$ cat src/rtl/fir_mac_sequencer_pkg.sv
// fir_mac_sequencer_pkg: FSM state encoding and default sizes
// shared by the FIR MAC sequencer, its interface and its bench.
package fir_mac_sequencer_pkg;

  localparam int DW_DEF   = 32;
  localparam int TAPS_DEF = 16;

  typedef enum logic [2:0] {
    S_IDLE,
    S_CLEAR,
    S_WAIT_X,
    S_MAC,
    S_OUT,
    S_DONE
  } state_t;

endpackage

$ cat src/rtl/fir_mac_sequencer_if.sv
// fir_mac_sequencer_if: ap control, x/y sample streams and tap-RAM
// read port. slave = sequencer side, master = wrapper/storage side.
interface fir_mac_sequencer_if
  import fir_mac_sequencer_pkg::*;
#(
  parameter int DATA_WIDTH = DW_DEF,
  parameter int TAP_NUM    = TAPS_DEF,
  parameter int AW         = $clog2(TAP_NUM)
);
  logic                  ap_start;
  logic [31:0]           data_length;
  logic                  ap_idle;
  logic                  ap_done;
  logic                  x_valid;
  logic [DATA_WIDTH-1:0] x_data;
  logic                  x_ready;
  logic [AW-1:0]         tap_addr;
  logic [DATA_WIDTH-1:0] tap_rdata;
  logic                  y_valid;
  logic [DATA_WIDTH-1:0] y_data;
  logic                  y_ready;

  modport slave (
    input  ap_start, data_length,
    input  x_valid, x_data,
    input  tap_rdata, y_ready,
    output ap_idle, ap_done, x_ready,
    output tap_addr, y_valid, y_data
  );

  modport master (
    output ap_start, data_length,
    output x_valid, x_data,
    output tap_rdata, y_ready,
    input  ap_idle, ap_done, x_ready,
    input  tap_addr, y_valid, y_data
  );
endinterface

$ cat src/rtl/fir_mac_sequencer_mac_unit.sv
// fir_mac_sequencer_mac_unit: clear/enable multiply-accumulate.
// Ports: clr_i zeroes acc, en_i adds a_i*b_i (wrapping), acc_o.
module fir_mac_sequencer_mac_unit #(
  parameter int DATA_WIDTH = 32
) (
  input  logic                  clk_i,
  input  logic                  rst_i,
  input  logic                  clr_i,
  input  logic                  en_i,
  input  logic [DATA_WIDTH-1:0] a_i,
  input  logic [DATA_WIDTH-1:0] b_i,
  output logic [DATA_WIDTH-1:0] acc_o
);
  logic [DATA_WIDTH-1:0] acc_q;
  logic [DATA_WIDTH-1:0] acc_d;
  logic [DATA_WIDTH-1:0] prod;

  // Low half of a two's complement product is the same
  // whether operands are read signed or unsigned.
  assign prod = a_i * b_i;

  always_comb begin
    acc_d = acc_q;
    if (clr_i)     acc_d = '0;
    else if (en_i) acc_d = acc_q + prod;
  end

  always_ff @(posedge clk_i) begin
    if (rst_i) acc_q <= '0;
    else       acc_q <= acc_d;
  end

  assign acc_o = acc_q;
endmodule

$ cat src/rtl/fir_mac_sequencer.sv
// fir_mac_sequencer: runs TAP_NUM MACs per sample over a circular
// buffer. Ports: wb_clk_i, wb_rst_i (sync, high), bus (slave).
module fir_mac_sequencer
  import fir_mac_sequencer_pkg::*;
#(
  parameter int DATA_WIDTH = DW_DEF,
  parameter int TAP_NUM    = TAPS_DEF
) (
  input  logic               wb_clk_i,
  input  logic               wb_rst_i,
  fir_mac_sequencer_if.slave bus
);
  localparam int AW = $clog2(TAP_NUM);
  localparam logic [AW:0]   K_LAST = (AW+1)'(TAP_NUM);
  localparam logic [AW:0]   K_PEN  = (AW+1)'(TAP_NUM - 1);
  localparam logic [AW:0]   K_ONE  = (AW+1)'(1);
  localparam logic [AW-1:0] A_ONE  = AW'(1);

  state_t                state_q;
  logic                  ap_idle_q;
  logic                  ap_done_q;
  logic                  x_ready_q;
  logic                  y_valid_q;
  logic [AW-1:0]         tap_addr_q;
  logic [AW-1:0]         wptr_q;
  logic [AW:0]           k_q;
  logic [31:0]           cnt_q;
  logic [31:0]           len_q;
  logic [DATA_WIDTH-1:0] smp_q [TAP_NUM];

  logic                  x_fire;
  logic                  mac_en;
  logic [AW-1:0]         rd_idx;
  logic [DATA_WIDTH-1:0] acc;

  assign x_fire = (state_q == S_WAIT_X) && bus.x_valid;
  assign mac_en = (state_q == S_MAC) && (k_q != '0);
  // MAC cycle k pairs tap k-1 with x[n-(k-1)].
  assign rd_idx = wptr_q - k_q[AW-1:0] + A_ONE;

  fir_mac_sequencer_mac_unit #(
    .DATA_WIDTH (DATA_WIDTH)
  ) u_mac (
    .clk_i (wb_clk_i),
    .rst_i (wb_rst_i),
    .clr_i (x_fire),
    .en_i  (mac_en),
    .a_i   (bus.tap_rdata),
    .b_i   (smp_q[rd_idx]),
    .acc_o (acc)
  );

  always_ff @(posedge wb_clk_i) begin
    if (state_q == S_CLEAR)
      smp_q[k_q[AW-1:0]] <= '0;
    else if (x_fire)
      smp_q[wptr_q] <= bus.x_data;
  end

  always_ff @(posedge wb_clk_i) begin
    if (wb_rst_i) begin
      state_q    <= S_IDLE;
      ap_idle_q  <= 1'b1;
      ap_done_q  <= 1'b0;
      x_ready_q  <= 1'b0;
      y_valid_q  <= 1'b0;
      tap_addr_q <= '0;
      wptr_q     <= '0;
      k_q        <= '0;
      cnt_q      <= '0;
      len_q      <= '0;
    end else begin
      ap_done_q <= 1'b0;
      unique case (state_q)
        S_IDLE: begin
          if (bus.ap_start) begin
            len_q     <= bus.data_length;
            cnt_q     <= '0;
            k_q       <= '0;
            ap_idle_q <= 1'b0;
            if (bus.data_length == '0) begin
              state_q   <= S_DONE;
              ap_done_q <= 1'b1;
            end else begin
              state_q <= S_CLEAR;
            end
          end
        end
        S_CLEAR: begin
          wptr_q <= '0;
          if (k_q == K_PEN) begin
            k_q       <= '0;
            x_ready_q <= 1'b1;
            state_q   <= S_WAIT_X;
          end else begin
            k_q <= k_q + K_ONE;
          end
        end
        S_WAIT_X: begin
          if (bus.x_valid) begin
            k_q       <= '0;
            x_ready_q <= 1'b0;
            state_q   <= S_MAC;
          end
        end
        S_MAC: begin
          tap_addr_q <= (k_q < K_PEN) ? tap_addr_q + A_ONE : '0;
          if (k_q == K_LAST) begin
            k_q       <= '0;
            y_valid_q <= 1'b1;
            state_q   <= S_OUT;
          end else begin
            k_q <= k_q + K_ONE;
          end
        end
        S_OUT: begin
          if (bus.y_ready) begin
            y_valid_q <= 1'b0;
            cnt_q     <= cnt_q + 32'd1;
            wptr_q    <= wptr_q + A_ONE;
            if (cnt_q + 32'd1 == len_q) begin
              ap_done_q <= 1'b1;
              state_q   <= S_DONE;
            end else begin
              x_ready_q <= 1'b1;
              state_q   <= S_WAIT_X;
            end
          end
        end
        S_DONE: begin
          ap_idle_q <= 1'b1;
          state_q   <= S_IDLE;
        end
        default: state_q <= S_IDLE;
      endcase
    end
  end

  assign bus.ap_idle  = ap_idle_q;
  assign bus.ap_done  = ap_done_q;
  assign bus.x_ready  = x_ready_q;
  assign bus.y_valid  = y_valid_q;
  assign bus.y_data   = acc;
  assign bus.tap_addr = tap_addr_q;
endmodule

$ cat src/flat_wrapper.sv
// flat-port wrapper written by rule: the top's interface ports become plain ports
module fir_mac_sequencer_flat import fir_mac_sequencer_pkg::*;
#(
  parameter int DATA_WIDTH = DW_DEF,
  parameter int TAP_NUM    = TAPS_DEF
)
  (wb_clk_i, wb_rst_i, bus_ap_start, bus_data_length, bus_x_valid, bus_x_data, bus_tap_rdata, bus_y_ready, bus_ap_idle, bus_ap_done, bus_x_ready, bus_tap_addr, bus_y_valid, bus_y_data);
  fir_mac_sequencer_if #(.DATA_WIDTH(DATA_WIDTH), .TAP_NUM(TAP_NUM)) bus_i ();
  input  logic wb_clk_i;
  input  logic wb_rst_i;
  input wire logic [$bits(bus_i.ap_start)-1:0] bus_ap_start;
  input wire logic [$bits(bus_i.data_length)-1:0] bus_data_length;
  input wire logic [$bits(bus_i.x_valid)-1:0] bus_x_valid;
  input wire logic [$bits(bus_i.x_data)-1:0] bus_x_data;
  input wire logic [$bits(bus_i.tap_rdata)-1:0] bus_tap_rdata;
  input wire logic [$bits(bus_i.y_ready)-1:0] bus_y_ready;
  output wire logic [$bits(bus_i.ap_idle)-1:0] bus_ap_idle;
  output wire logic [$bits(bus_i.ap_done)-1:0] bus_ap_done;
  output wire logic [$bits(bus_i.x_ready)-1:0] bus_x_ready;
  output wire logic [$bits(bus_i.tap_addr)-1:0] bus_tap_addr;
  output wire logic [$bits(bus_i.y_valid)-1:0] bus_y_valid;
  output wire logic [$bits(bus_i.y_data)-1:0] bus_y_data;
  assign bus_i.ap_start = bus_ap_start;
  assign bus_i.data_length = bus_data_length;
  assign bus_i.x_valid = bus_x_valid;
  assign bus_i.x_data = bus_x_data;
  assign bus_i.tap_rdata = bus_tap_rdata;
  assign bus_i.y_ready = bus_y_ready;
  assign bus_ap_idle = bus_i.ap_idle;
  assign bus_ap_done = bus_i.ap_done;
  assign bus_x_ready = bus_i.x_ready;
  assign bus_tap_addr = bus_i.tap_addr;
  assign bus_y_valid = bus_i.y_valid;
  assign bus_y_data = bus_i.y_data;
  fir_mac_sequencer #(.DATA_WIDTH(DATA_WIDTH), .TAP_NUM(TAP_NUM)) u_core (.wb_clk_i(wb_clk_i), .wb_rst_i(wb_rst_i), .bus(bus_i));
endmodule
$ cat config.mk
export PLATFORM = sky130hd
export DESIGN_NAME = fir_mac_sequencer_flat
export DESIGN_NICKNAME = d
export VERILOG_FILES = /design/src/rtl/fir_mac_sequencer_pkg.sv /design/src/rtl/fir_mac_sequencer_if.sv /design/src/rtl/fir_mac_sequencer_mac_unit.sv /design/src/rtl/fir_mac_sequencer.sv /design/src/flat_wrapper.sv
export SDC_FILE = /design/constraint.sdc
export NUM_CORES = 2
export LEC_CHECK = 0
export ABC_AREA = 0
export BUFFER_PORTS_ARGS = -buffer_cell sky130_fd_sc_hd__buf_2
export CORE_MARGIN = 1.5
export CORE_UTILIZATION = 35
export DETAILED_ROUTE_END_ITERATION = 10
export PLACE_DENSITY_LB_ADDON = 0.25
export RECOVER_POWER = 50
export SYNTH_ARGS = -nofsm -noshare
export SYNTH_HDL_FRONTEND = slang
export SYNTH_SLANG_ARGS = --single-unit
$ cat constraint.sdc
create_clock -name wb_clk_i -period 9.9 [get_ports wb_clk_i]
set_input_delay 0.99 -clock wb_clk_i [delete_from_list [all_inputs] [get_ports wb_clk_i]]
set_output_delay 0.99 -clock wb_clk_i [all_outputs]
set_load 0.02 [all_outputs]
## Word level (Yosys, flattened, before mapping)

Memories as Yosys holds them, arrays and structs flattened.
Cells that the tools add are included.

| word-level totals | value |
|---|---|
| register bits after elaboration | 116 |
| memory bits (writable) | 512 |
| input port bits | 101 |
| output and inout bits | 40 |
| logic and storage cells | 98 |
| memories | 1 |

Memories:

| name | words | bits a word | rd ports | clocked after memory_dff | wr ports | line | text |
|---|---|---|---|---|---|---|---|
| u_core.smp_q | 16 | 32 | 1 | 0 | 1 | fir_mac_sequencer.sv:29 | `logic [DATA_WIDTH-1:0] smp_q [TAP_NUM];` |

| operators by class | value |
|---|---|
| add/subtract/negate cells | 7 |
| $mul | 1 |
| magnitude comparators | 1 |
| equality and inequality tests | 14 |
| mux-type cells | 42 |
| reductions and logical operators | 21 |

Operator list:

| cell | count |
|---|---|
| $mux W32 | 3 |
| $pmux W32 S2 | 1 |
| $add A32 B1 Y32 const B | 1 |
| $add A32 B32 Y32 | 1 |
| $eq A32 B32 Y1 | 1 |
| $logic_not A32 Y1 | 1 |
| $mul A32 B32 Y32 | 1 |
| $reduce_or A32 Y1 | 1 |
| $mux W3 | 7 |
| $mux W5 | 4 |
| $pmux W5 S4 | 1 |
| $mux W1 | 17 |
| $pmux W3 S5 | 1 |
| $add A4 B1 Y4 const B | 3 |
| $mux W4 | 3 |
| $ne A2 B2 Y1 const B | 6 |
| $reduce_and A5 Y1 | 2 |
| $reduce_and A3 Y1 | 3 |
| $pmux W4 S2 | 1 |
| $reduce_bool A2 Y1 | 4 |
| $eq A3 B2 Y1 const B | 2 |
| $eq A3 B3 Y1 const B | 2 |
| $pmux W1 S2 | 3 |
| $reduce_and A2 Y1 | 3 |
| 13 further kinds | 14 |

## Logic depth before layout (Yosys ltp)

| logic depth | value |
|---|---|
| depth in word-level cells | 7 |
| gate-level depth with buffers | 42 |
| depth with buffers taken out | 38 |

## Modules after synthesis

Synthesis repeated with hierarchy kept, for this count alone.

| unflattened totals | value |
|---|---|
| cell total of the unflattened synthesis | 3371 |
| area total of the unflattened synthesis | 42279.3 µm² |

Modules (own cells, without submodules):

| module | times used | cells each | area an instance (µm²) | sequential area each (µm²) |
|---|---|---|---|---|
| fir_mac_sequencer | 1 | 1415 | 24379.6 | 17056.4 |
| fir_mac_sequencer_mac_unit | 1 | 1956 | 17899.7 | 640.6 |

## Worst setup path after synthesis

Ideal clock, no wire load.

| timing | value |
|---|---|
| path kind | reg2reg |
| start | reg u_core.wptr_q[1] |
| end | reg u_core.u_mac.acc_q[31], in the netlist u_core.u_mac.acc_o[31] |
| setup time | 0.070 ns |
| data arrival time | 9.340 ns |
| required time | 9.830 ns |
| slack | 0.490 ns |
| stages on the path, launching flop included | 39 |
| buffers on the path | 5 |
| period minus slack after synthesis | 9.410 ns |
| cells stage by stage | dfxtp_1 > inv_1 > ha_1 > inv_1 > ha_1 > inv_1 > fa_1 > buf_2 > buf_4 > buf_2 > mux4_2 > mux4_2 > clkbuf_1 > clkbuf_1 > and2_1 > fa_1 > inv_1 > fa_1 > [... 3 more ...] > fa_1 > fa_1 > fa_1 > inv_1 > fa_1 > inv_1 > ha_1 > nand3_1 > nor2_1 > a211o_1 > a21oi_1 > o21ai_0 > a41oi_1 > a21oi_1 > a31oi_1 > xnor2_1 > nand2_1 > a21oi_1 |

| on the way | value |
|---|---|
| word-level cells in the longest chain between the ends | 5 |

RTL lines:

| element | line | text |
|---|---|---|
| from (decl) | fir_mac_sequencer.sv:25 | `logic [AW-1:0] wptr_q;` |
| from (signal assigned) | fir_mac_sequencer.sv:120 | `wptr_q <= wptr_q + A_ONE;` |
| $sub A4 B4 Y4 | fir_mac_sequencer.sv:39 | `assign rd_idx = wptr_q - k_q[AW-1:0] + A_ONE;` |
| $add A4 B1 Y4 | fir_mac_sequencer.sv:39 |  |
| $mem_v2 Z16 W32 | - |  |
| $mul A32 B32 Y32 | fir_mac_sequencer_mac_unit.sv:20 | `assign prod = a_i * b_i;` |
| $add A32 B32 Y32 | fir_mac_sequencer_mac_unit.sv:25 | `else if (en_i) acc_d = acc_q + prod;` |
| to (signal assigned) | fir_mac_sequencer_mac_unit.sv:29 | `if (rst_i) acc_q <= '0;` |
| to (signal assigned) | fir_mac_sequencer_mac_unit.sv:30 | `else acc_q <= acc_d;` |
| to (decl) | fir_mac_sequencer_mac_unit.sv:14 | `logic [DATA_WIDTH-1:0] acc_q;` |

Every way passes these cells.
A chain may end at the register's enable or synchronous reset.

## Worst setup path after layout

| timing | value |
|---|---|
| start | reg u_core.k_q[2] |
| end | reg u_core.u_mac.acc_q[31], in the netlist u_core.u_mac.acc_o[31] |

| on the way | value |
|---|---|
| word-level cells in the longest chain between the ends | 5 |
| elaborated cells between the ends (all ways) | 7 |
| classes of those cells | add/sub: 3; mul: 1; reduce/logical: 2; memory: 1 |

RTL lines:

| element | line | text |
|---|---|---|
| from (decl) | fir_mac_sequencer.sv:26 | `logic [AW:0] k_q;` |
| from (signal assigned) | fir_mac_sequencer.sv:96 | `k_q <= k_q + K_ONE;` |
| from (signal assigned) | fir_mac_sequencer.sv:113 | `k_q <= k_q + K_ONE;` |
| $sub A4 B4 Y4 | fir_mac_sequencer.sv:39 |  |
| $add A4 B1 Y4 | fir_mac_sequencer.sv:39 |  |
| $mem_v2 Z16 W32 | - |  |
| $mul A32 B32 Y32 | fir_mac_sequencer_mac_unit.sv:20 |  |
| $add A32 B32 Y32 | fir_mac_sequencer_mac_unit.sv:25 |  |

Parallel ways exist; a longest one is shown, timed or not.

==> impl_metrics.tcl <==
set metrics [dict create \
    crit_arrival_ns 10.12 \
    cts_buffer_depth 3 \
    io_pins 141 \
    tightest_slew_ns 2.53 \
    syn-num-nets 4155 \
    drcViolationCount 0 \
    reg2reg_depth 31 \
    async_reset_ff_share_pct 0 \
    cts_tree "yes" \
    clock.fmax_ghz 0.105 \
    setup_viol 0 \
    stdcell_count 5279 \
    syn_area_per_cell_um2 12.2 \
    antenna_found_initial 14 \
    start_util_pct 35.4 \
    cts_buffers 71 \
    clkTransAtPathRegs_ns 0.06 \
    drt-initial-drc-count 1881 \
    fp.dieW_um 351 \
    wl_per_cell_um 21.8 \
    ys_seq_area_share_pct 41.7 \
    r2r_slack_ns 0.36 \
    post-route-min-period_ns 9.54 \
    critPathLaunch "u_core.k_q[2]$_SDFFE_PP0P_" \
    hold_path_depth 2 \
    violations "max-capacitance violations, max-slew violations" \
    worstHoldStart "u_core.bus.x_ready$_SDFFE_PP0P_" \
    r2r-start "u_core.k_q[2]$_SDFFE_PP0P_" \
    min_to "u_core.bus.x_ready$_SDFFE_PP0P_" \
    track_usage_pct 18.8 \
    cap_violations 1 \
    crit_slowest_cell "fa_4" \
    synth_enable_flop_cells 512 \
    cp-end-kind "flip-flop" \
    port_buffers 140 \
    synthFlopType "edfxtp_1" \
    slew_viol_final 47 \
    clock_latency_ns 0.65 \
    yosysWarnings 0 \
    grt_max_degree 72 \
    worstPathRequired_ns 10.47 \
    critPathMaxFanout 31 \
    syn-instance-count 3480 \
    drtAntennaViolNets 0 \
    drive_gt1_share_pct 12.7 \
    relSlewSlack_pct -68.9 \
    gp_congestion 0.819 \
    synthDistinctLibCells 62 \
    htree_levels 3 \
    nets 4290 \
    cts_sinks 628 \
    slowest_delay_ns 0.85 \
    area_growth_pct 12.3 \
    rows 127 \
    syn_area_um2 42500 \
    critical_path_class "flip-flop to flip-flop" \
    dieArea_um2 123000 \
    cts_root_buf "clkbuf_16" \
    gr-total-overflow 0 \
    grt_pass1_wl_um 173000 \
    setup_tns_ns 0 \
    crit_top_cell "fa_1" \
    dp_hpwl_um 76900 \
    status "finished, violations left" \
    fin_crit_sh_pct 96.4 \
    core_area_um2 120000 \
    startpoint_type "flip-flop" \
    ys_seq_elements 628 \
    cts_hold_buf 0 \
    hold_class "flip-flop to flip-flop" \
    rsz0062_at_grt "no" \
    die_h_um 351 \
    grt_pass1_vias 27600 \
    wirelength_um 115000 \
    dr_total_vias 26400 \
    dr.pass1.iters 5 \
    hold_viol 0 \
    skew_ns 0.0487 \
    dp_cells 5139 \
    r2r-end "u_core.u_mac.acc_o[31]$_SDFFE_PP0P_" \
    viasPerCell 5.00 \
]
[flip-flops by register name (all words and copies together) (netlist names), 3 cells and up]
name / flops
u_core.bus.tap_addr: 4
u_core.cnt_q: 32
u_core.k_q: 5
u_core.len_q: 32
u_core.smp_q: 512
u_core.state_q: 3
u_core.u_mac.acc_o: 32
u_core.wptr_q: 4
[synth_stat cells, drive strengths merged, types with 16 or more instances]
master / n / area [um2]
inv: 547 / 2050
a21oi: 134 / 671
dfxtp: 116 / 2320
a31oi: 16 / 100
nand3: 39 / 195
fa: 439 / 8790
nor2: 93 / 349
mux4: 157 / 3610
edfxtp: 512 / 15400
clkbuf: 139 / 532
o21ai: 57 / 285
nor3: 30 / 150
xnor2: 91 / 820
and2: 324 / 2030
ha: 135 / 1690
xor2: 40 / 358
buf: 34 / 295
nand2: 412 / 1550
[routing by layer]
layer | part of all wire, % | vias up | wire (um) | global-route usage [%]
met4 | 2.0 | 8 | 2350 | 4.44
met1 | 45 | 13700 | 51800 | 26.6
met2 | 46 | 720 | 52700 | 29.6
met3 | 7.3 | 140 | 8380 | 3.66
met5 | 0.036 | - | 41 | 0
li1 | - | 11800 | - | -
[final cells by class]
type | instances | area, um2
tap | 1612 | 2020
inverter | 547 | 2050
clock buffer | 93 | 1950
timing repair buffer | 233 | 1510
sequential | 628 | 17700
clock inverter | 31 | 284
antenna | 1 | 2.50
multi-input combinational | 2134 | 22200
fill | 11500 | 72400
[cell families after synthesis]
family	after synthesis	share of synthesized area [%]
compound gates	276	3.76
xor+xnor	135	2.98
fa+ha+maj	574	24.7
buf+inv	721	6.81
flops	628	41.7
mux	170	8.82
simple gates	976	11.3
[repair_timing]
item	CTS	global route
resized for setup	0	8
hold endpoints to repair	0	0
buffers inserted	0	12
setup endpoints to repair	0	9
[worst max-delay path, delay by kind of cell, from the launching register on]
kind | cells | cell delay (ns)
AOI/OAI and AO/OA | 1 | 0.15
xor gates and xnor gates | 9 | 1.82
adders and majority gates | 10 | 4.93
buffers and inverters | 7 | 0.69
DFF | 1 | 0.39
muxes | 2 | 1.21
and+or+nand+nor | 2 | 0.32
[metrics by stage]
step                      area (um2)  utilization (%)  setup WS [ns]  hold slack [ns]
after global placement         45300             37.7          0.198            0.443
after floorplan                42500                -          0.490            0.448
after CTS                      47500             39.5          0.150            0.460
after global routing           47700             39.7         0.0173            0.482
final                          47700             39.7          0.356            0.458
after detailed placement       45300             37.7          0.142            0.449
[layout by cell type (no fill, tap or decap), types with 22 or more instances in the layout]
master	instances
edfxtp_1	512
clkbuf_16	74
o21ai_0	56
and2_1	290
buf_2	101
xnor2_1	88
fa_1	438
mux4_2	138
nand3_1	39
clkbuf_1	58
inv_1	547
a21oi_1	134
mux4_1	22
xor2_1	38
dfxtp_1	115
buf_4	75
nor3_1	30
nand2_1	411
and2_0	33
nor2_1	77
ha_1	133
[how the worst max path moves through the flow]
stage	to	slack (ns)	depth (start not counted)
6_report	u_core.u_mac.acc_o[31]$_SDFFE_PP0P_	0.36	31
5_1_grt	u_core.u_mac.acc_o[31]$_SDFFE_PP0P_	0.02	31
4_1_cts	u_core.u_mac.acc_o[31]$_SDFFE_PP0P_	0.15	32
3_5_place_dp	u_core.u_mac.acc_o[30]$_SDFFE_PP0P_	0.14	36
3_3_place_gp	u_core.u_mac.acc_o[23]$_SDFFE_PP0P_	0.20	36
2_1_floorplan	u_core.u_mac.acc_o[31]$_SDFFE_PP0P_	0.49	38
Power is not shown: default switching activity piles up to over one toggle a cycle in this logic, so the estimate is an artifact.
